$ cat src/rtl/cmp_pkg.sv
// Shared definitions for the comparison unit and the min/max range tracker.
package cmp_pkg;

  localparam int DATA_W = 16;

  typedef enum logic [1:0] {
    IDLE = 2'd0,
    RUN  = 2'd1,
    DONE = 2'd2
  } state_e;

endpackage : cmp_pkg

$ cat src/rtl/comp_top.sv
// Combinational magnitude comparator: a vs b, signed or unsigned.
module comp_top #(
  parameter int W = cmp_pkg::DATA_W
) (
  input  logic [W-1:0] a_i,
  input  logic [W-1:0] b_i,
  input  logic         is_signed_i,
  output logic         lt_o,
  output logic         et_o,
  output logic         gt_o
);

  always_comb begin
    et_o = (a_i == b_i);
    if (is_signed_i) begin
      lt_o = ($signed(a_i) < $signed(b_i));
    end else begin
      lt_o = (a_i < b_i);
    end
    gt_o = !lt_o && !et_o;
  end

endmodule : comp_top

$ cat src/rtl/minmax_tracker.sv
// Streaming min/max tracker: collects a window of samples and reports the
// extremes, their first-occurrence indices and the sample count.
module minmax_tracker #(
  parameter int DATA_W = cmp_pkg::DATA_W,
  parameter int CNT_W  = 16
) (
  input  logic              clk,
  input  logic              rst_n,
  input  logic              start,
  input  logic              is_signed,
  input  logic              in_valid,
  output logic              in_ready,
  input  logic [DATA_W-1:0] in_data,
  input  logic              in_last,
  output logic              out_valid,
  input  logic              out_ready,
  output logic [DATA_W-1:0] min_val,
  output logic [DATA_W-1:0] max_val,
  output logic [CNT_W-1:0]  min_idx,
  output logic [CNT_W-1:0]  max_idx,
  output logic [CNT_W-1:0]  count
);

  import cmp_pkg::*;

  localparam logic [CNT_W-1:0] CNT_MAX = '1;
  localparam logic [CNT_W-1:0] CNT_ONE = CNT_W'(1);

  state_e            state_q,     state_d;
  logic              mode_q,      mode_d;
  logic [CNT_W-1:0]  count_q,     count_d;
  logic [DATA_W-1:0] min_q,       min_d;
  logic [DATA_W-1:0] max_q,       max_d;
  logic [CNT_W-1:0]  min_idx_q,   min_idx_d;
  logic [CNT_W-1:0]  max_idx_q,   max_idx_d;
  logic              in_ready_q,  in_ready_d;
  logic              out_valid_q, out_valid_d;

  logic min_lt, min_et, min_gt;
  logic max_lt, max_et, max_gt;
  logic accept;

  comp_top #(.W(DATA_W)) u_cmp_min (
    .a_i         (in_data),
    .b_i         (min_q),
    .is_signed_i (mode_q),
    .lt_o        (min_lt),
    .et_o        (min_et),
    .gt_o        (min_gt)
  );

  comp_top #(.W(DATA_W)) u_cmp_max (
    .a_i         (in_data),
    .b_i         (max_q),
    .is_signed_i (mode_q),
    .lt_o        (max_lt),
    .et_o        (max_et),
    .gt_o        (max_gt)
  );

  // A start in RUN aborts the window, so it must also veto the sample.
  assign accept = (state_q == RUN) && in_valid && in_ready_q && !start;

  always_comb begin
    state_d   = state_q;
    mode_d    = mode_q;
    count_d   = count_q;
    min_d     = min_q;
    max_d     = max_q;
    min_idx_d = min_idx_q;
    max_idx_d = max_idx_q;

    unique case (state_q)
      IDLE: begin
        if (start) begin
          mode_d  = is_signed;
          count_d = '0;
          state_d = RUN;
        end
      end
      RUN: begin
        if (start) begin
          mode_d  = is_signed;
          count_d = '0;
        end else if (accept) begin
          if (count_q == '0) begin
            min_d     = in_data;
            max_d     = in_data;
            min_idx_d = '0;
            max_idx_d = '0;
          end else begin
            if (min_lt) begin
              min_d     = in_data;
              min_idx_d = count_q;
            end
            if (max_gt) begin
              max_d     = in_data;
              max_idx_d = count_q;
            end
          end
          count_d = count_q + CNT_ONE;
          // Forced close at the all-ones count keeps the counter from wrapping.
          if (in_last || (count_d == CNT_MAX)) begin
            state_d = DONE;
          end
        end
      end
      DONE: begin
        if (out_ready) begin
          state_d = IDLE;
        end
      end
      default: begin
        state_d = IDLE;
      end
    endcase

    in_ready_d  = (state_d == RUN);
    out_valid_d = (state_d == DONE);
  end

  always_ff @(posedge clk or negedge rst_n) begin
    if (!rst_n) begin
      state_q     <= IDLE;
      mode_q      <= 1'b0;
      count_q     <= '0;
      min_q       <= '0;
      max_q       <= '0;
      min_idx_q   <= '0;
      max_idx_q   <= '0;
      in_ready_q  <= 1'b0;
      out_valid_q <= 1'b0;
    end else begin
      state_q     <= state_d;
      mode_q      <= mode_d;
      count_q     <= count_d;
      min_q       <= min_d;
      max_q       <= max_d;
      min_idx_q   <= min_idx_d;
      max_idx_q   <= max_idx_d;
      in_ready_q  <= in_ready_d;
      out_valid_q <= out_valid_d;
    end
  end

  assign in_ready  = in_ready_q;
  assign out_valid = out_valid_q;
  assign min_val   = min_q;
  assign max_val   = max_q;
  assign min_idx   = min_idx_q;
  assign max_idx   = max_idx_q;
  assign count     = count_q;

  a_no_overlap: assert property (@(posedge clk) disable iff (!rst_n)
    !(in_ready_q && out_valid_q));

  a_result_hold: assert property (@(posedge clk) disable iff (!rst_n)
    (out_valid_q && !out_ready) |=>
      $stable({out_valid_q, min_q, max_q, min_idx_q, max_idx_q, count_q}));

endmodule : minmax_tracker

$ cat config.mk
export PLATFORM = sky130hd
export DESIGN_NAME = minmax_tracker
export DESIGN_NICKNAME = d
export VERILOG_FILES = /design/src/rtl/cmp_pkg.sv /design/src/rtl/comp_top.sv /design/src/rtl/minmax_tracker.sv
export SDC_FILE = /design/constraint.sdc
export NUM_CORES = 1
export LEC_CHECK = 0
export ABC_AREA = 1
export BUFFER_PORTS_ARGS = -buffer_cell sky130_fd_sc_hd__clkbuf_2
export CORE_MARGIN = 3
export CORE_UTILIZATION = 35
export CTS_BUF_LIST = sky130_fd_sc_hd__clkbuf_8 sky130_fd_sc_hd__clkbuf_16
export DETAILED_ROUTE_END_ITERATION = 16
export PLACE_DENSITY = 0.56
export SETUP_SLACK_MARGIN = 0.02
export SYNTH_ARGS = -nofsm -noshare
export SYNTH_HDL_FRONTEND = slang
export SYNTH_SLANG_ARGS = --single-unit
$ cat constraint.sdc
create_clock -name clk -period 1.6 [get_ports clk]
set_input_delay 0.08 -clock clk [delete_from_list [all_inputs] [get_ports clk]]
set_output_delay 0.08 -clock clk [all_outputs]
set_load 0.02 [all_outputs]
# Word level (Yosys, flattened, before mapping)
# Index checks and enable logic that the tools add are counted.
op_classes:
  magnitude_cmp: 4
  n_bitwise: 1
  muxes: 20
  n_eq_ne: 8
  reduce_logical: 18
  addsub: 1
ops:
  columns: ["cell", "n"]
  rows:
  - ["16-bit two-way mux", 11]
  - ["16-bit less-than comparator", 4]
  - ["16-bit one-hot mux with 2 select lines", 1]
  - ["16-bit by 1-bit adder with 16-bit output, second input constant", 1]
  - ["16-bit == test", 1]
  - ["16-bit == test, second input constant", 1]
  - ["16-bit zero test", 1]
  - ["2-bit two-way mux", 5]
  - ["4-bit AND reduction", 2]
  - ["2-bit one-hot mux with 3 select lines", 1]
  - ["2-bit nonzero test", 3]
  - ["2-bit by 1-bit == test with 1-bit output, second input constant", 2]
  - ["2-bit == test, second input constant", 2]
  - ["1-bit logical AND", 4]
  - ["1-bit zero test", 3]
  - ["3-bit != test, second input constant", 1]
  - ["3-bit AND reduction", 1]
  - ["2-bit zero test", 1]
  - ["1-bit two-way mux", 2]
  - ["2-bit != test, second input constant", 1]
  - ["2-bit AND reduction", 1]
  - ["2-bit OR reduction", 1]
  - ["1-bit logical OR", 1]
  - ["1-bit inverter", 1]
word_totals:
  input_bits: 23
  word_cells: 61
  regBits: 85
  out_inout_bits: 82

# Depth between registers and ports, before layout
# Gate-level depths: netlist of the first run.
depth:
  ltp_word: 8
  depth_mapped: 16
  ltp_nobuf: 15

# Modules after synthesis
# From an unflattened synthesis of the first run, not the netlist that was laid out.
hier_totals:
  hier_cells: 572
  hier_area_um2: 4611.9
modules_own_cells:
  columns: ["module", "cells_each", "area_each_um2", "seq_area_each_um2", "n_inst"]
  rows:
  - ["minmax_tracker", 414, 3666.0, 2127.0, 1]
  - ["comp_top", 79, 473.0, 0.0, 2]

# Worst setup path after synthesis of the first run
# OpenSTA, ideal clock, no wires.
synth_timing:
  kind: "register to register"
  from: "reg max_q[7], in the netlist max_val[7]"
  to: "reg max_q[0], in the netlist max_val[0]"
  setup_slack_ns: -0.303
  setup_time_ns: 0.117
  stages_incl_launch_ff: 15
  path_buffers: 1
  required_time_ns: 1.483
  synth_period_minus_slack_ns: 1.903
  arrival_ns: 1.786
  path_cell_list: "dfrtp_1 inv_1 ha_1 nand2_1 nor2_1 o21ai_0 nand3_1 nand2_1 nand3_1 nand3_1 nand2_2 nand2_2 buf_6 nand2_1 nand2_1"
synth_between:
  elab_chain_cells: 6
  word_cells_on_any_way: 9
synth_rtl:
  columns: ["element", "line_no", "text"]
  rows:
  - ["start, declared", "minmax_tracker.sv:33", "logic [DATA_W-1:0] max_q, max_d;"]
  - ["start signal, assigned", "minmax_tracker.sv:138", "max_q <= max_d;"]
  - ["16-bit less-than comparator, on equally long branches", "comp_top.sv:18, comp_top.sv:16", null]
  - ["1-bit two-way mux", "comp_top.sv:15", "if (is_signed_i) begin"]
  - ["1-bit zero test", "comp_top.sv:20", "gt_o = !lt_o && !et_o;"]
  - ["1-bit logical AND (*)", "comp_top.sv:20", null]
  - ["2-bit nonzero test (no source line) (*)", null, null]
  - ["4-bit AND reduction (no source line) (*)", null, null]
# Every way passes the cells marked *; elsewhere a longest branch is shown, timed or not.
# A chain may end at the register's enable or synchronous reset.

# Final worst setup path of the first run
layout_timing:
  from: "reg max_q[7], in the netlist max_val[7]"
  to: "reg max_idx_q[9], in the netlist max_idx[9]"
layout_between:
  elab_chain_cells: 6
  word_cells_on_any_way: 9
layout_rtl:
  columns: ["element", "line_no", "text"]
  rows:
  - ["16-bit less-than comparator, on equally long branches", "comp_top.sv:18, comp_top.sv:16", null]
  - ["1-bit two-way mux", "comp_top.sv:15", null]
  - ["1-bit zero test", "comp_top.sv:20", null]
  - ["1-bit logical AND (*)", "comp_top.sv:20", null]
  - ["2-bit nonzero test (no source line) (*)", null, null]
  - ["4-bit AND reduction (no source line) (*)", null, null]
  - ["end signal, assigned", "minmax_tracker.sv:140", "max_idx_q <= max_idx_d;"]
  - ["end, declared", "minmax_tracker.sv:35", "logic [CNT_W-1:0] max_idx_q, max_idx_d;"]
# Marked as above.

==> impl_results.md, run 1 <==
* Outcome: finished with violations
* Violations in the final reports: negative setup slack
* Total core area at 12,880 µm²
* Post-DR vias/cell at 4.873
* Setup ws final at -347.9 ps
* FF-to-FF path depth at 14
* Most common cell on crit path: nand2_1
* CTS Root Cell: clkbuf_16
* # rows at 41
* Top cell type by total area after synthesis: dfrtp_1
* Cell with the most instances after synthesis: nand2_1
* First-pass GRT wire length at 23,200 µm
* Via count of the first global-routing pass at 4,687
* Grt met2 use at 0.3225
* Yosys warning total at 0
* Drt total wl at 14,620 µm
* Ys async rst share at 1.000
* Worst reg-to-reg setup slack at -350 ps
* Endpoints failing setup at 68
* GR Util met1 at 0.2661
* Max VDD drop at 0.0004997 V
* # diodes at 0
* H-tree depth at 3
* Post-Synthesis Cells at 609
* Die Ht at 122.1 µm
* PnR Total Power at 9.766 mW
* Fmax at 513.4 MHz
* Count of flip-flops with a built-in enable after synthesis at 0
* Cell Chain, Critical Path: inv_2, ha_4, a21o_1, nor2_1, nand3_1, nand2_2, nand2_1, nand2_1, nand3_2, nand2_4, nand2_8, clkbuf_16, nand2_1, nand2_1
* WL/cell at 14.86 µm
* Largest net degree at the start of global routing at 44
* Area contributors post-synth: dfrtp_1 45%, nand2_1 17%, nand3_1 9.3%
* Placed Area at 6351 µm²
* DIE AREA at 14,910 µm²
* Slew Viols, Final at 0
* Area Overhead vs Synth at 47.28%
* Hpwl dp at 10,270 µm
* Met3 usage in global routing at 0.03157
* Most instantiated cells after synthesis: 217 x nand2_1, 88 x nand3_1, 85 x dfrtp_1
* Hold Path Cell Cnt at 3
* Initial Utilization at 0.3664
* Worst Clk Skew at 5.809 ps
* Finished Cell Area at 6949 µm²
* Synth Cell Area at 4718 µm²
* Final #Nets at 864
* Synth top area share at 0.4508
* Worst hold path startpoint: out_ready
* Seq/Total Area, Yosys at 0.4508
* Port bufs at 104
* Worst Path Required at 1850 ps
* Power Dens Cells at 1405 nW/µm²
* DRT Pass-1 Iters at 5
* Crit path launch type: flop
* Area of the multi-input gates at 2529 µm²
* Share of cells above drive strength 1 at 0.4039
* Gr ovfl total at 0
* Clock-pin slew on the worst setup and hold paths at 70 ps
* Residual DRC count at 0
* RR Endpoint: max_idx[9]
* GR peak layer: met2
* TritonCTS clock tree: built
* Max incr delay on CP at 410 ps
* Worst min path class: input port to flop
* Vias after detailed routing at 4,795
* Synth Flop Type: dfrtp_1
* Max cap viols at 0
* Synthesized flop and latch total at 85
* Minimum clock period at 1948 ps
* Final Hold Vio Count at 0
* Sink Count at 85
* Final Util at 0.5397
* Slew headroom at 0.7897
* Worst skew pair latency at 350 ps
* Setup TNS at -19,490 ps
* CP arrival at 2190 ps
* Io pins at 105
* Critical Path Sink Type: flop
* Final period util at 1.217
* Post-Syn Area per Cell at 7.748 µm²
* Clk buf depth at 2
* CP max FO at 7
* RSZ-0062 raised after global routing: yes
* Antenna-violating nets left at 0
* CTS buffer count at 9
* LEAKAGE at 3.686 nW
* DR iter-0 viols at 284
* Critical Setup Path Class: flop to flop
* Worst-margin pin slew at 315.4 ps
* Reg2reg start: max_val[7]
* Yosys cell types at 27
* GP Congestion at 0.8539
* Post-Syn Nets at 666
* Hold EP: state_q[1]
* Die X-Extent at 122.1 µm
* GRT Util Overall at 0.1976
* Reg area at 2163 µm²
* Layout fillers at 1,259
* Worst hold slack at 12.84 ps
* Initial antenna violation count at 0
* Crit path max-delay cell type: dfrtp_2
[power breakdown]
part / switching, mW / total [mW] / internal (mW)
logic: 2.77 / 4.83 / 2.07
registers: 0.261 / 2.91 / 2.64
clock network: 0.920 / 2.03 / 1.11
[timing repair]
action                                  4_1_cts  5_1_grt
endpoints found under the hold margin        86        0
pin swaps                                     9        7
hold buffers                                  2        0
gates resized for setup                      15       34
buffers inserted                              4        1
endpoints found under the setup margin       68       68
cloned                                        2        3
[through the flow]
| stage | instances | setup slack, ps |
|---|---|---|
| after floorplan | 609 | -188.6 |
| after global placement | 956 | -275.7 |
| after detailed placement | 956 | -328.0 |
| after CTS | 980 | -329.1 |
| after global routing | 984 | -463.7 |
| final | 984 | -347.9 |
[cell type report]
cell class | count | share of cell area
timing repair buffer | 208 | 0.2164
sequential | 85 | 0.3113
tap | 172 | 0.03097
clock inverter | 6 | 0.006842
multi-input combinational | 436 | 0.3639
inverter | 67 | 0.03619
clock buffer | 10 | 0.03439
[flip-flops by register name (all words and copies together), names as in the netlist]
signal     cells
count         16
max_idx       16
max_val       16
min_idx       16
min_val       16
state_q        2
in_ready       1
mode_q         1
out_valid      1
[critical path: cells and delay by family, from the launching register on]
kind	cells	cell delay (ps)
flip-flops	1	410
buffers and inverters	2	260
AND/OR/NAND/NOR	10	800
AO/OA/AOI/OAI	1	160
adder cells (fa/ha/maj)	1	200
[worst max path at each step]
| stage | cells past startpoint | startpoint | endpoint | slack [ps] |
|---|---|---|---|---|
| after floorplan | 15 | max_val[3] | max_val[0] | -190 |
| after global placement | 14 | max_val[7] | max_idx[9] | -280 |
| after detailed placement | 14 | max_val[7] | max_idx[7] | -330 |
| after CTS | 14 | max_val[7] | max_idx[9] | -330 |
| after global routing | 14 | max_val[7] | max_idx[9] | -460 |
| final | 14 | max_val[7] | max_idx[9] | -350 |
[cells by family after synthesis]
logic type                 synth area share
xor gates and xnor gates           0.001857
and+or+nand+nor                      0.3272
AOI/OAI and AO/OA                   0.04641
adders and majority gates           0.09016
buffers and inverters               0.08353
DFF                                  0.4508
[placed cells by master, fill, tap and decap left out, types with 11 or more instances in the layout]
cell / count
inv_1: 55
nand2_2: 27
clkbuf_2: 103
nor2_1: 21
ha_1: 23
nand3_1: 86
buf_4: 87
ha_4: 11
dfrtp_1: 56
nand2_1: 191
dfrtp_2: 29
o21ai_0: 18
inv_2: 12
clkbuf_16: 11
[routing by layer]
layer | share of wire | up-vias
li1 | - | 2365
met5 | 0 | -
met3 | 0.048 | 11
met1 | 0.47 | 2296
met2 | 0.47 | 123
met4 | 0.013 | 0
No activity file was read; power rests on OpenSTA's default activity.
==> inputs of run 2 (changes only) <==
--- a/config.mk
+++ b/config.mk
@@ -11,6 +11,7 @@
 export CORE_UTILIZATION = 35
 export CTS_BUF_LIST = sky130_fd_sc_hd__clkbuf_8 sky130_fd_sc_hd__clkbuf_16
 export DETAILED_ROUTE_END_ITERATION = 16
+export GPL_TIMING_DRIVEN = 0
 export PLACE_DENSITY = 0.56
 export SETUP_SLACK_MARGIN = 0.02
 export SYNTH_ARGS = -nofsm -noshare
==> impl_results.md, run 2 (synthesis results as in run 1) <==
* WL/cell at 15.62 µm
* CP arrival at 2220 ps
* Vias after detailed routing at 4,646
* LEAKAGE at 3.441 nW
* Residual DRC count at 0
* Sink Count at 85
* Worst hold slack at 8.651 ps
* DR iter-0 viols at 211
* GRT Util Overall at 0.1971
* CTS Root Cell: clkbuf_16
* Die X-Extent at 122.1 µm
* Slew headroom at 0.5974
* First-pass GRT wire length at 22,940 µm
* Power Dens Cells at 1476 nW/µm²
* # rows at 41
* PnR Total Power at 9.930 mW
* Area Overhead vs Synth at 42.54%
* Setup TNS at -21,530 ps
* Layout fillers at 1,253
* Largest net degree at the start of global routing at 49
* Worst min path class: input port to flop
* Io pins at 105
* Max cap viols at 0
* Setup ws final at -384.3 ps
* Post-DR vias/cell at 4.985
* Cell Chain, Critical Path: inv_2, ha_4, a21o_1, nor2_2, nand3_2, nand2_2, nand2_1, nand2_1, nand3_2, nand2_4, nand2_8, clkbuf_16, nand2_1, nand2_1
* Endpoints failing setup at 68
* Final period util at 1.240
* Crit path max-delay cell type: dfrtp_2
* Final Hold Vio Count at 0
* H-tree depth at 3
* Clk buf depth at 2
* Placed Area at 5710 µm²
* Crit path launch type: flop
* Finished Cell Area at 6725 µm²
* Reg area at 2170 µm²
* Commonest cells after routing, fill and taps aside: 175 x nand2_1, 104 x clkbuf_2, 77 x nand3_1
* Max VDD drop at 0.0005500 V
* Crit path buf inv count at 2
* Drt total wl at 14,560 µm
* Final #Nets at 812
* Area of the multi-input gates at 2706 µm²
* Max incr delay on CP at 420 ps
* DRT Pass-1 Iters at 5
* Die Ht at 122.1 µm
* Outcome: finished with violations
* Initial Utilization at 0.3664
* Most common cell on crit path: nand2_1
* Worst Clk Skew at 12.16 ps
* Initial antenna violation count at 0
* Worst Path Required at 1830 ps
* Antenna-violating nets left at 0
* Worst-margin pin slew at 603.9 ps
* Worst skew pair latency at 350 ps
* Via count of the first global-routing pass at 4,375
* Fmax at 504.0 MHz
* DIE AREA at 14,910 µm²
* RSZ-0062 raised after global routing: yes
* Total core area at 12,880 µm²
* Critical Setup Path Class: flop to flop
* CTS buffer count at 9
* Minimum clock period at 1984 ps
* Gr ovfl total at 0
* Port bufs at 104
* Delay-heaviest family, CP: simple AND/OR/NAND/NOR gates
* CP max FO at 8
* Commonest non-fill, non-tap cell in the layout: nand2_1
* TritonCTS clock tree: built
* Share of cells above drive strength 1 at 0.4184
* Critical Path Sink Type: flop
* Slew Viols, Final at 0
* Clock-pin slew on the worst setup and hold paths at 60 ps
* GP Congestion at 0.8907
* Hpwl dp at 9979 µm
* # diodes at 0
* Violations in the final reports: negative setup slack
run 2: changes by cell type in the layout (fill, tap and decap cells not counted), sizes merged:
cell      before  now
clkbuf       115  117
buf          101   47
bufinv         0    2
clkinvlp       1    2
clkinv         4    1
run 2: power by group:
part           switching (mW)  internal [mW]
sequential              0.381           2.65
combinational            2.72           1.87
clock                   0.899           1.41
run 2: final cells by class:
cell class	count	area share
multi-input cells	436	0.4024
repair buffers	134	0.1254
plain buffers	22	0.03126
well taps	172	0.03200
flip-flops and latches	85	0.3226
inverters	67	0.03777
clock buffers	10	0.03553
clock inverters	6	0.01302
run 2: final timing paths:
path	start	to	slack (ps)	cells past startpoint
worst min register to register	min_idx[3]	min_idx[3]	480	2
worst max register to register	max_val[7]	max_val[0]	-380	14
worst max-delay path	max_val[7]	max_val[0]	-380	14
min in group asynchronous	rst_n	min_val[7]	310	2
max in group asynchronous	rst_n	count[2]	630	3
worst min-delay path	in_data[0]	min_val[0]	9	3
run 2: tightest hold or removal path, cell delays in order:
cell and delay [ps]:
clkbuf_2 110, nand3_1 80, nand2_1 50
run 2: what timing repair did:
item / CTS / global route
gates cloned: 2 / 2
hold buffers: 2 / 0
pin swaps: 18 / 18
setup buffers: 11 / 13
hold endpoints to repair: 38 / 0
endpoints found under the setup margin: 84 / 82
resized for setup: 50 / 68
run 2: through the flow:
step / cells / utilization / setup slack (ps)
2_1_floorplan: 609 / - / -188.6
3_3_place_gp: 885 / 0.4412 / -804.3
3_5_place_dp: 886 / 0.4435 / -491.3
4_1_cts: 917 / 0.4931 / -367.3
5_1_grt: 932 / 0.5223 / -507.5
6_report: 932 / 0.5223 / -384.3
run 2: metal layers:
| metal | routed length (µm) | share of wire | vias to the layer above | global-route usage |
|---|---|---|---|---|
| li1 | - | - | 2251 | - |
| met3 | 645 | 0.044 | 14 | 0.03528 |
| met1 | 6922 | 0.48 | 2267 | 0.2800 |
| met2 | 6775 | 0.47 | 114 | 0.3059 |
| met4 | 219 | 0.015 | 0 | 0.06298 |
| met5 | 0 | 0 | - | 0 |
